## src/rtl/simple_axi_cmd_queue_if.sv

```systemverilog
// simple_axi_cmd_queue_if: command/response streams plus the link to simple_axi_master
interface simple_axi_cmd_queue_if #(parameter int TAG_W = 4);
   logic             i_cmd_valid, o_cmd_ready, i_cmd_write;
   logic [2:0]       i_cmd_size;
   logic [31:0]      i_cmd_addr;
   logic [63:0]      i_cmd_wdata;
   logic [TAG_W-1:0] i_cmd_tag;
   logic             o_rsp_valid, i_rsp_ready, o_rsp_write, o_rsp_error, o_rsp_invalid;
   logic [TAG_W-1:0] o_rsp_tag;
   logic [63:0]      o_rsp_rdata;
   logic             o_busy;
   logic [2:0]       m_size;
   logic [31:0]      m_addr;
   logic [63:0]      m_wdata, m_rdata;
   logic [1:0]       m_rw;
   logic             m_clear, m_wait, m_done, m_error, m_invalid;
   modport slave (
      input  i_cmd_valid, i_cmd_write, i_cmd_size, i_cmd_addr, i_cmd_wdata, i_cmd_tag, i_rsp_ready,
      input  m_rdata, m_wait, m_done, m_error, m_invalid,
      output o_cmd_ready, o_rsp_valid, o_rsp_tag, o_rsp_write, o_rsp_rdata, o_rsp_error, o_rsp_invalid,
      output o_busy, m_size, m_addr, m_wdata, m_rw, m_clear
   );
   modport master (
      output i_cmd_valid, i_cmd_write, i_cmd_size, i_cmd_addr, i_cmd_wdata, i_cmd_tag, i_rsp_ready,
      output m_rdata, m_wait, m_done, m_error, m_invalid,
      input  o_cmd_ready, o_rsp_valid, o_rsp_tag, o_rsp_write, o_rsp_rdata, o_rsp_error, o_rsp_invalid,
      input  o_busy, m_size, m_addr, m_wdata, m_rw, m_clear
   );
endinterface

```

## src/rtl/simple_axi_cmd_queue.sv

```systemverilog
// simple_axi_cmd_queue: command FIFO feeding simple_axi_master one command at a time, response FIFO for completions
module simple_axi_cmd_queue #(
   parameter int CMD_DEPTH = 4,
   parameter int RSP_DEPTH = 4,
   parameter int TAG_W     = 4
) (
   input logic i_clk,
   input logic i_rst,
   simple_axi_cmd_queue_if.slave bus
);
   localparam int CAW = $clog2(CMD_DEPTH);
   localparam int RAW = $clog2(RSP_DEPTH);
   localparam logic [CAW:0] CMD_N = (CAW+1)'(CMD_DEPTH);
   localparam logic [RAW:0] RSP_N = (RAW+1)'(RSP_DEPTH);
   typedef struct packed {
      logic [TAG_W-1:0] tag;
      logic             write;
      logic [2:0]       size;
      logic [31:0]      addr;
      logic [63:0]      wdata;
   } cmd_t;
   typedef struct packed {
      logic [TAG_W-1:0] tag;
      logic             write;
      logic [63:0]      rdata;
      logic             error;
      logic             invalid;
   } rsp_t;
   typedef enum logic [1:0] {S_IDLE, S_ISSUE, S_WAIT} state_t;
   cmd_t             cmd_mem [CMD_DEPTH];
   rsp_t             rsp_mem [RSP_DEPTH];
   logic [CAW-1:0]   cmd_wp, cmd_rp;
   logic [RAW-1:0]   rsp_wp, rsp_rp;
   logic [CAW:0]     cmd_cnt;
   logic [RAW:0]     rsp_cnt;
   state_t           state, state_nx;
   logic [TAG_W-1:0] fl_tag;
   logic             fl_write;
   logic             cmd_ne, cmd_push, cmd_pop, rsp_push, rsp_pop, bad_size;
   cmd_t             head;
   rsp_t             rsp_head, rsp_in;

   assign cmd_ne   = cmd_cnt != '0;
   assign head     = cmd_ne ? cmd_mem[cmd_rp] : '0;
   assign bad_size = head.size > 3'd3;
   assign cmd_push = bus.i_cmd_valid && bus.o_cmd_ready;
   assign cmd_pop  = state == S_ISSUE;
   assign rsp_pop  = bus.o_rsp_valid && bus.i_rsp_ready;
   assign rsp_head = bus.o_rsp_valid ? rsp_mem[rsp_rp] : '0;

   assign bus.o_cmd_ready   = cmd_cnt != CMD_N;
   assign bus.o_rsp_valid   = rsp_cnt != '0;
   assign bus.o_rsp_tag     = rsp_head.tag;
   assign bus.o_rsp_write   = rsp_head.write;
   assign bus.o_rsp_rdata   = rsp_head.rdata;
   assign bus.o_rsp_error   = rsp_head.error;
   assign bus.o_rsp_invalid = rsp_head.invalid;
   assign bus.o_busy        = cmd_ne || state != S_IDLE;
   assign bus.m_size        = head.size;
   assign bus.m_addr        = head.addr;
   assign bus.m_wdata       = head.wdata;
   assign bus.m_clear       = 1'b1;

   always_ff @(posedge i_clk)
      if (cmd_push) cmd_mem[cmd_wp] <= '{tag: bus.i_cmd_tag, write: bus.i_cmd_write, size: bus.i_cmd_size,
                                         addr: bus.i_cmd_addr, wdata: bus.i_cmd_wdata};

   always_ff @(posedge i_clk)
      if (rsp_push) rsp_mem[rsp_wp] <= rsp_in;

   always_ff @(posedge i_clk) begin
      if (i_rst) begin
         cmd_wp  <= '0;
         cmd_rp  <= '0;
         cmd_cnt <= '0;
         rsp_wp  <= '0;
         rsp_rp  <= '0;
         rsp_cnt <= '0;
      end else begin
         cmd_wp  <= cmd_wp + CAW'(cmd_push);
         cmd_rp  <= cmd_rp + CAW'(cmd_pop);
         cmd_cnt <= cmd_cnt + (CAW+1)'(cmd_push) - (CAW+1)'(cmd_pop);
         rsp_wp  <= rsp_wp + RAW'(rsp_push);
         rsp_rp  <= rsp_rp + RAW'(rsp_pop);
         rsp_cnt <= rsp_cnt + (RAW+1)'(rsp_push) - (RAW+1)'(rsp_pop);
      end
   end

   always_ff @(posedge i_clk) begin
      state <= i_rst ? S_IDLE : state_nx;
      if (state == S_ISSUE) begin
         fl_tag   <= head.tag;
         fl_write <= head.write;
      end
   end

   // Issue only with a free response slot: the single outstanding command can then always retire
   always_comb
      state_nx = state == S_IDLE  ? ((cmd_ne && rsp_cnt != RSP_N) ? S_ISSUE : S_IDLE) :
                 state == S_ISSUE ? ((bad_size || bus.m_done) ? S_IDLE : S_WAIT) :
                 (bus.m_done ? S_IDLE : S_WAIT);

   always_comb begin
      bus.m_rw       = (state == S_ISSUE && !bad_size) ? (head.write ? 2'b01 : 2'b10) : 2'b00;
      rsp_push       = (state == S_ISSUE && (bad_size || bus.m_done)) || (state == S_WAIT && bus.m_done);
      rsp_in.tag     = state == S_WAIT ? fl_tag : head.tag;
      rsp_in.write   = state == S_WAIT ? fl_write : head.write;
      rsp_in.rdata   = (state == S_WAIT && !fl_write && !bus.m_error) ? bus.m_rdata : 64'd0;
      rsp_in.error   = (state == S_ISSUE && bad_size) || bus.m_error;
      rsp_in.invalid = (state == S_ISSUE && bad_size) || bus.m_invalid;
   end
endmodule

```

## src/flat_wrapper.sv

```systemverilog
// flat-port wrapper written by rule: the top's interface ports become plain ports
module simple_axi_cmd_queue_flat 
#(
   parameter int CMD_DEPTH = 4,
   parameter int RSP_DEPTH = 4,
   parameter int TAG_W     = 4
)
  (i_clk, i_rst, bus_i_cmd_valid, bus_i_cmd_write, bus_i_cmd_size, bus_i_cmd_addr, bus_i_cmd_wdata, bus_i_cmd_tag, bus_i_rsp_ready, bus_m_rdata, bus_m_wait, bus_m_done, bus_m_error, bus_m_invalid, bus_o_cmd_ready, bus_o_rsp_valid, bus_o_rsp_tag, bus_o_rsp_write, bus_o_rsp_rdata, bus_o_rsp_error, bus_o_rsp_invalid, bus_o_busy, bus_m_size, bus_m_addr, bus_m_wdata, bus_m_rw, bus_m_clear);
  simple_axi_cmd_queue_if #(.TAG_W(TAG_W)) bus_i ();
  input logic i_clk;
  input logic i_rst;
  input wire logic [$bits(bus_i.i_cmd_valid)-1:0] bus_i_cmd_valid;
  input wire logic [$bits(bus_i.i_cmd_write)-1:0] bus_i_cmd_write;
  input wire logic [$bits(bus_i.i_cmd_size)-1:0] bus_i_cmd_size;
  input wire logic [$bits(bus_i.i_cmd_addr)-1:0] bus_i_cmd_addr;
  input wire logic [$bits(bus_i.i_cmd_wdata)-1:0] bus_i_cmd_wdata;
  input wire logic [$bits(bus_i.i_cmd_tag)-1:0] bus_i_cmd_tag;
  input wire logic [$bits(bus_i.i_rsp_ready)-1:0] bus_i_rsp_ready;
  input wire logic [$bits(bus_i.m_rdata)-1:0] bus_m_rdata;
  input wire logic [$bits(bus_i.m_wait)-1:0] bus_m_wait;
  input wire logic [$bits(bus_i.m_done)-1:0] bus_m_done;
  input wire logic [$bits(bus_i.m_error)-1:0] bus_m_error;
  input wire logic [$bits(bus_i.m_invalid)-1:0] bus_m_invalid;
  output wire logic [$bits(bus_i.o_cmd_ready)-1:0] bus_o_cmd_ready;
  output wire logic [$bits(bus_i.o_rsp_valid)-1:0] bus_o_rsp_valid;
  output wire logic [$bits(bus_i.o_rsp_tag)-1:0] bus_o_rsp_tag;
  output wire logic [$bits(bus_i.o_rsp_write)-1:0] bus_o_rsp_write;
  output wire logic [$bits(bus_i.o_rsp_rdata)-1:0] bus_o_rsp_rdata;
  output wire logic [$bits(bus_i.o_rsp_error)-1:0] bus_o_rsp_error;
  output wire logic [$bits(bus_i.o_rsp_invalid)-1:0] bus_o_rsp_invalid;
  output wire logic [$bits(bus_i.o_busy)-1:0] bus_o_busy;
  output wire logic [$bits(bus_i.m_size)-1:0] bus_m_size;
  output wire logic [$bits(bus_i.m_addr)-1:0] bus_m_addr;
  output wire logic [$bits(bus_i.m_wdata)-1:0] bus_m_wdata;
  output wire logic [$bits(bus_i.m_rw)-1:0] bus_m_rw;
  output wire logic [$bits(bus_i.m_clear)-1:0] bus_m_clear;
  assign bus_i.i_cmd_valid = bus_i_cmd_valid;
  assign bus_i.i_cmd_write = bus_i_cmd_write;
  assign bus_i.i_cmd_size = bus_i_cmd_size;
  assign bus_i.i_cmd_addr = bus_i_cmd_addr;
  assign bus_i.i_cmd_wdata = bus_i_cmd_wdata;
  assign bus_i.i_cmd_tag = bus_i_cmd_tag;
  assign bus_i.i_rsp_ready = bus_i_rsp_ready;
  assign bus_i.m_rdata = bus_m_rdata;
  assign bus_i.m_wait = bus_m_wait;
  assign bus_i.m_done = bus_m_done;
  assign bus_i.m_error = bus_m_error;
  assign bus_i.m_invalid = bus_m_invalid;
  assign bus_o_cmd_ready = bus_i.o_cmd_ready;
  assign bus_o_rsp_valid = bus_i.o_rsp_valid;
  assign bus_o_rsp_tag = bus_i.o_rsp_tag;
  assign bus_o_rsp_write = bus_i.o_rsp_write;
  assign bus_o_rsp_rdata = bus_i.o_rsp_rdata;
  assign bus_o_rsp_error = bus_i.o_rsp_error;
  assign bus_o_rsp_invalid = bus_i.o_rsp_invalid;
  assign bus_o_busy = bus_i.o_busy;
  assign bus_m_size = bus_i.m_size;
  assign bus_m_addr = bus_i.m_addr;
  assign bus_m_wdata = bus_i.m_wdata;
  assign bus_m_rw = bus_i.m_rw;
  assign bus_m_clear = bus_i.m_clear;
  simple_axi_cmd_queue #(.CMD_DEPTH(CMD_DEPTH), .RSP_DEPTH(RSP_DEPTH), .TAG_W(TAG_W)) u_core (.i_clk(i_clk), .i_rst(i_rst), .bus(bus_i));
endmodule
```

## config.mk

```make
export PLATFORM = sky130hd
export DESIGN_NAME = simple_axi_cmd_queue_flat
export DESIGN_NICKNAME = d
export VERILOG_FILES = /design/src/rtl/simple_axi_cmd_queue_if.sv /design/src/rtl/simple_axi_cmd_queue.sv /design/src/flat_wrapper.sv
export SDC_FILE = /design/constraint.sdc
export NUM_CORES = 1
export LEC_CHECK = 0
export ABC_AREA = 1
export ABC_CLOCK_PERIOD_IN_PS = 27200
export BUFFER_PORTS_ARGS = -buffer_cell sky130_fd_sc_hd__buf_2
export CAP_MARGIN = 20
export CORE_MARGIN = 2
export CORE_UTILIZATION = 56
export CTS_CLUSTER_DIAMETER = 50
export DETAILED_ROUTE_END_ITERATION = 8
export MAX_ROUTING_LAYER = met4
export PLACE_DENSITY = 0.77
export SLEW_MARGIN = 20
export SYNTH_ARGS = -nofsm -noshare
export SYNTH_HDL_FRONTEND = slang
export SYNTH_SLANG_ARGS = --single-unit
```

## constraint.sdc

```tcl
create_clock -name i_clk -period 27.2 [get_ports i_clk]
set_input_delay 2.72 -clock i_clk [delete_from_list [all_inputs] [get_ports i_clk]]
set_output_delay 2.72 -clock i_clk [all_outputs]
set_load 0.005 [all_outputs]
```

==> out/results.tsv <==
metric	value	unit
Mapped Area	0.02948	mm^2
ys flop type	edfxtp_1	
Syn Nets	2627	
unique cell type count in the Yosys netlist	30	
grt ovf	0	
top post-synthesis cells by count	nor2_1 (784), edfxtp_1 (705), o21ai_0 (346)	
grt peak-use layer	met2	
final setup margin	20840	ps
hold crit path type	flop to flop	
# Post-CTS Setup Buffers	0	
sequential share of power	42.6	%
first-pass iteration count of the detailed router	5	
clock power share	29.5	%
Worst IR Drop VDD	0.06863	mV
Max Cap Viol	0	
vias in the first global route	18310	
Fmax	157.3	MHz
Pins Over Slew Limit	0	
final setup skew	26.75	ps
Avg Cell Area, Syn	12.08	um^2
Synth Warn #	0	
core footprint	0.05234	mm^2
Sw Pwr	1091	uW
Clock Pin Slew Worst Setup and Hold Paths	60	ps
cell with the most instances after synthesis	nor2_1	
worst-path maximum fanout	68	
Num Clock Sinks	721	
I/O Pins	352	
combinational share of power	27.9	%
clock root buffer	clkbuf_16	
CTS resizes	0	
die area	0.05449	mm^2
Residual DRC	0	
proportion of layout cells with a drive suffix above 1	18.92	%
post-synth top area share	71.82	%
CTS Buffer Depth	3	
Period minus WS final	6356	ps
final hold viol count	0	
DR vias	18600	
TritonCTS Buffers	77	
Seq cells post-synth	721	
final worst path period share	23.37	%
Tightest Pin Transition	1099	ps
Synth area leader	edfxtp_1	
Total GRT Usage	23.77	%
slew margin rel.	26.73	%
Leak	0.01244	uW
internal power	2191	uW
initial DRC count	1667	
first-pass GRT wire length	96.38	mm
status	finished clean	
total negative setup slack	0	ps
pwr dens	98.82	mW/mm^2
initial antenna violation count	14	
die height	233.4	um
CP Class	flop to output pin	
Vias/cell	5.440	
routed wire length	64.16	mm
met3 Resource Use GR	6.274	%
htree depth	3	
met1 usage	28.38	%
Post-DRT Antenna Nets	0	
Worst Path Required	24480	ps
grt met2 use	39.42	%
setup repair after global routing missed its margin	false	
Nets	2841	
main area contributors after synthesis	edfxtp_1 (72%), nor2_1 (10%), o21ai_0 (5.9%)	
Worst setup SP type	flop	
DP Worst Slack	21500	ps
Worst EP arrival	3640	ps
CTS Hold Bufs	0	
final setup vio count	0	
sw frac	33.23	%
port bufs	349	
Worst Setup End Kind	output pin	
register area share after synthesis	72.91	%
synth-to-layout area growth	12.68	%
detailed-route wire length per cell	18.76	um
# rows	84	
largest net degree at the start of global routing	127	
Clock Latency Late Sink	600	ps
Starting Density	56.32	%
Post-DP HPWL	34.75	mm
asr flop ratio synth	0	%
GPL Wtd Cong	0.7620	
Post-synth EDFFs	705	
CTS tree	done	
die width	233.4	um
Mapped Cells	2441	
metrics by stage:
step / instance area [um^2] / power, uW / util (%) / std cells / hold slack, ps
finish: 33210 / 3282 / 63.46 / 3420 / 563.0
global route: 33210 / 3463 / 63.44 / 3417 / 607.4
CTS: 33160 / 3303 / 63.36 / 3404 / 568.3
detailed placement: 30800 / 2336 / 58.84 / 3264 / 548.7
global placement: 30780 / 2307 / 58.81 / 3263 / 529.3
floorplan: 29480 / 2138 / - / 2441 / 476.5
final timing paths:
kind                                       start           endpoint  slack (ps)  depth (start not counted)
worst max-delay path            u_core.cmd_rp[1]    bus_m_wdata[33]       20840                          6
worst min-delay path            u_core.rsp_wp[1]   u_core.rsp_wp[1]         560                          2
worst max register to register  u_core.cmd_rp[1]  u_core.rsp_cnt[2]       23720                         12
worst min register to register  u_core.rsp_wp[1]   u_core.rsp_wp[1]         560                          2
power groups by stage:
stage / Sequential (uW) / Clock (uW) / Combinational [uW]
finish: 1400 / 968 / 915
global route: 1410 / 1030 / 1030
CTS: 1400 / 982 / 922
detailed placement: 1420 / 0 / 914
global placement: 1420 / 0 / 892
floorplan: 1410 / 0 / 731
metal layers:
| metal | vias to the layer above | part of all wire, % |
|---|---|---|
| met4 | 0 | 2.0 |
| met3 | 95 | 8.9 |
| met1 | 9021 | 39 |
| li1 | 8777 | - |
| met2 | 711 | 50 |
| met5 | - | 0 |
placed cells by master, fill, tap and decap left out, drive strengths merged, types with 4 or more instances in the layout:
cell type / instances
nand2: 33
dfxtp: 16
clkinv: 33
a21oi: 176
nor2: 786
nand3: 4
buf: 374
xnor2: 5
nor3: 6
clkbuf: 91
diode: 16
o21ai: 351
ha: 8
clkinvlp: 6
edfxtp: 705
inv: 115
registers in the layout (all words and copies together) (netlist names):
register / cells
u_core.cmd_cnt: 3
u_core.rsp_wp: 2
u_core.cmd_wp: 2
u_core.rsp_rp: 2
u_core.rsp_mem: 284
u_core.cmd_mem: 416
u_core.fl_tag: 4
u_core.state: 2
u_core.cmd_rp: 2
u_core.rsp_cnt: 3
u_core.fl_write: 1
area by class of cell:
type / count / area, um^2
repair buffers: 374 / 1958
diodes: 16 / 40.04
well taps: 688 / 860.8
clock inverters: 49 / 362.8
multi-input cells: 1374 / 6082
clock buffers: 91 / 2001
fillers: 3853 / 19130
flip-flops and latches: 721 / 21500
inverters: 107 / 406.6
logic make-up after synthesis:
group | after synthesis | synth area share, %
adders and majority gates | 10 | 0.4754
other | 1 | 0.01272
xor gates and xnor gates | 6 | 0.1783
AOI/OAI and AO/OA | 528 | 9.020
DFF | 721 | 72.91
buffers and inverters | 346 | 6.669
and+or+nand+nor | 829 | 10.74
critical path, cell delays in order (launching register included):
cell	delay (ps)
dfxtp_4	810
clkinv_2	730
buf_4	620
nor2_1	190
o21ai_0	130
a21oi_1	290
buf_2	180
Note: power is estimated with default switching activity, not from simulation.
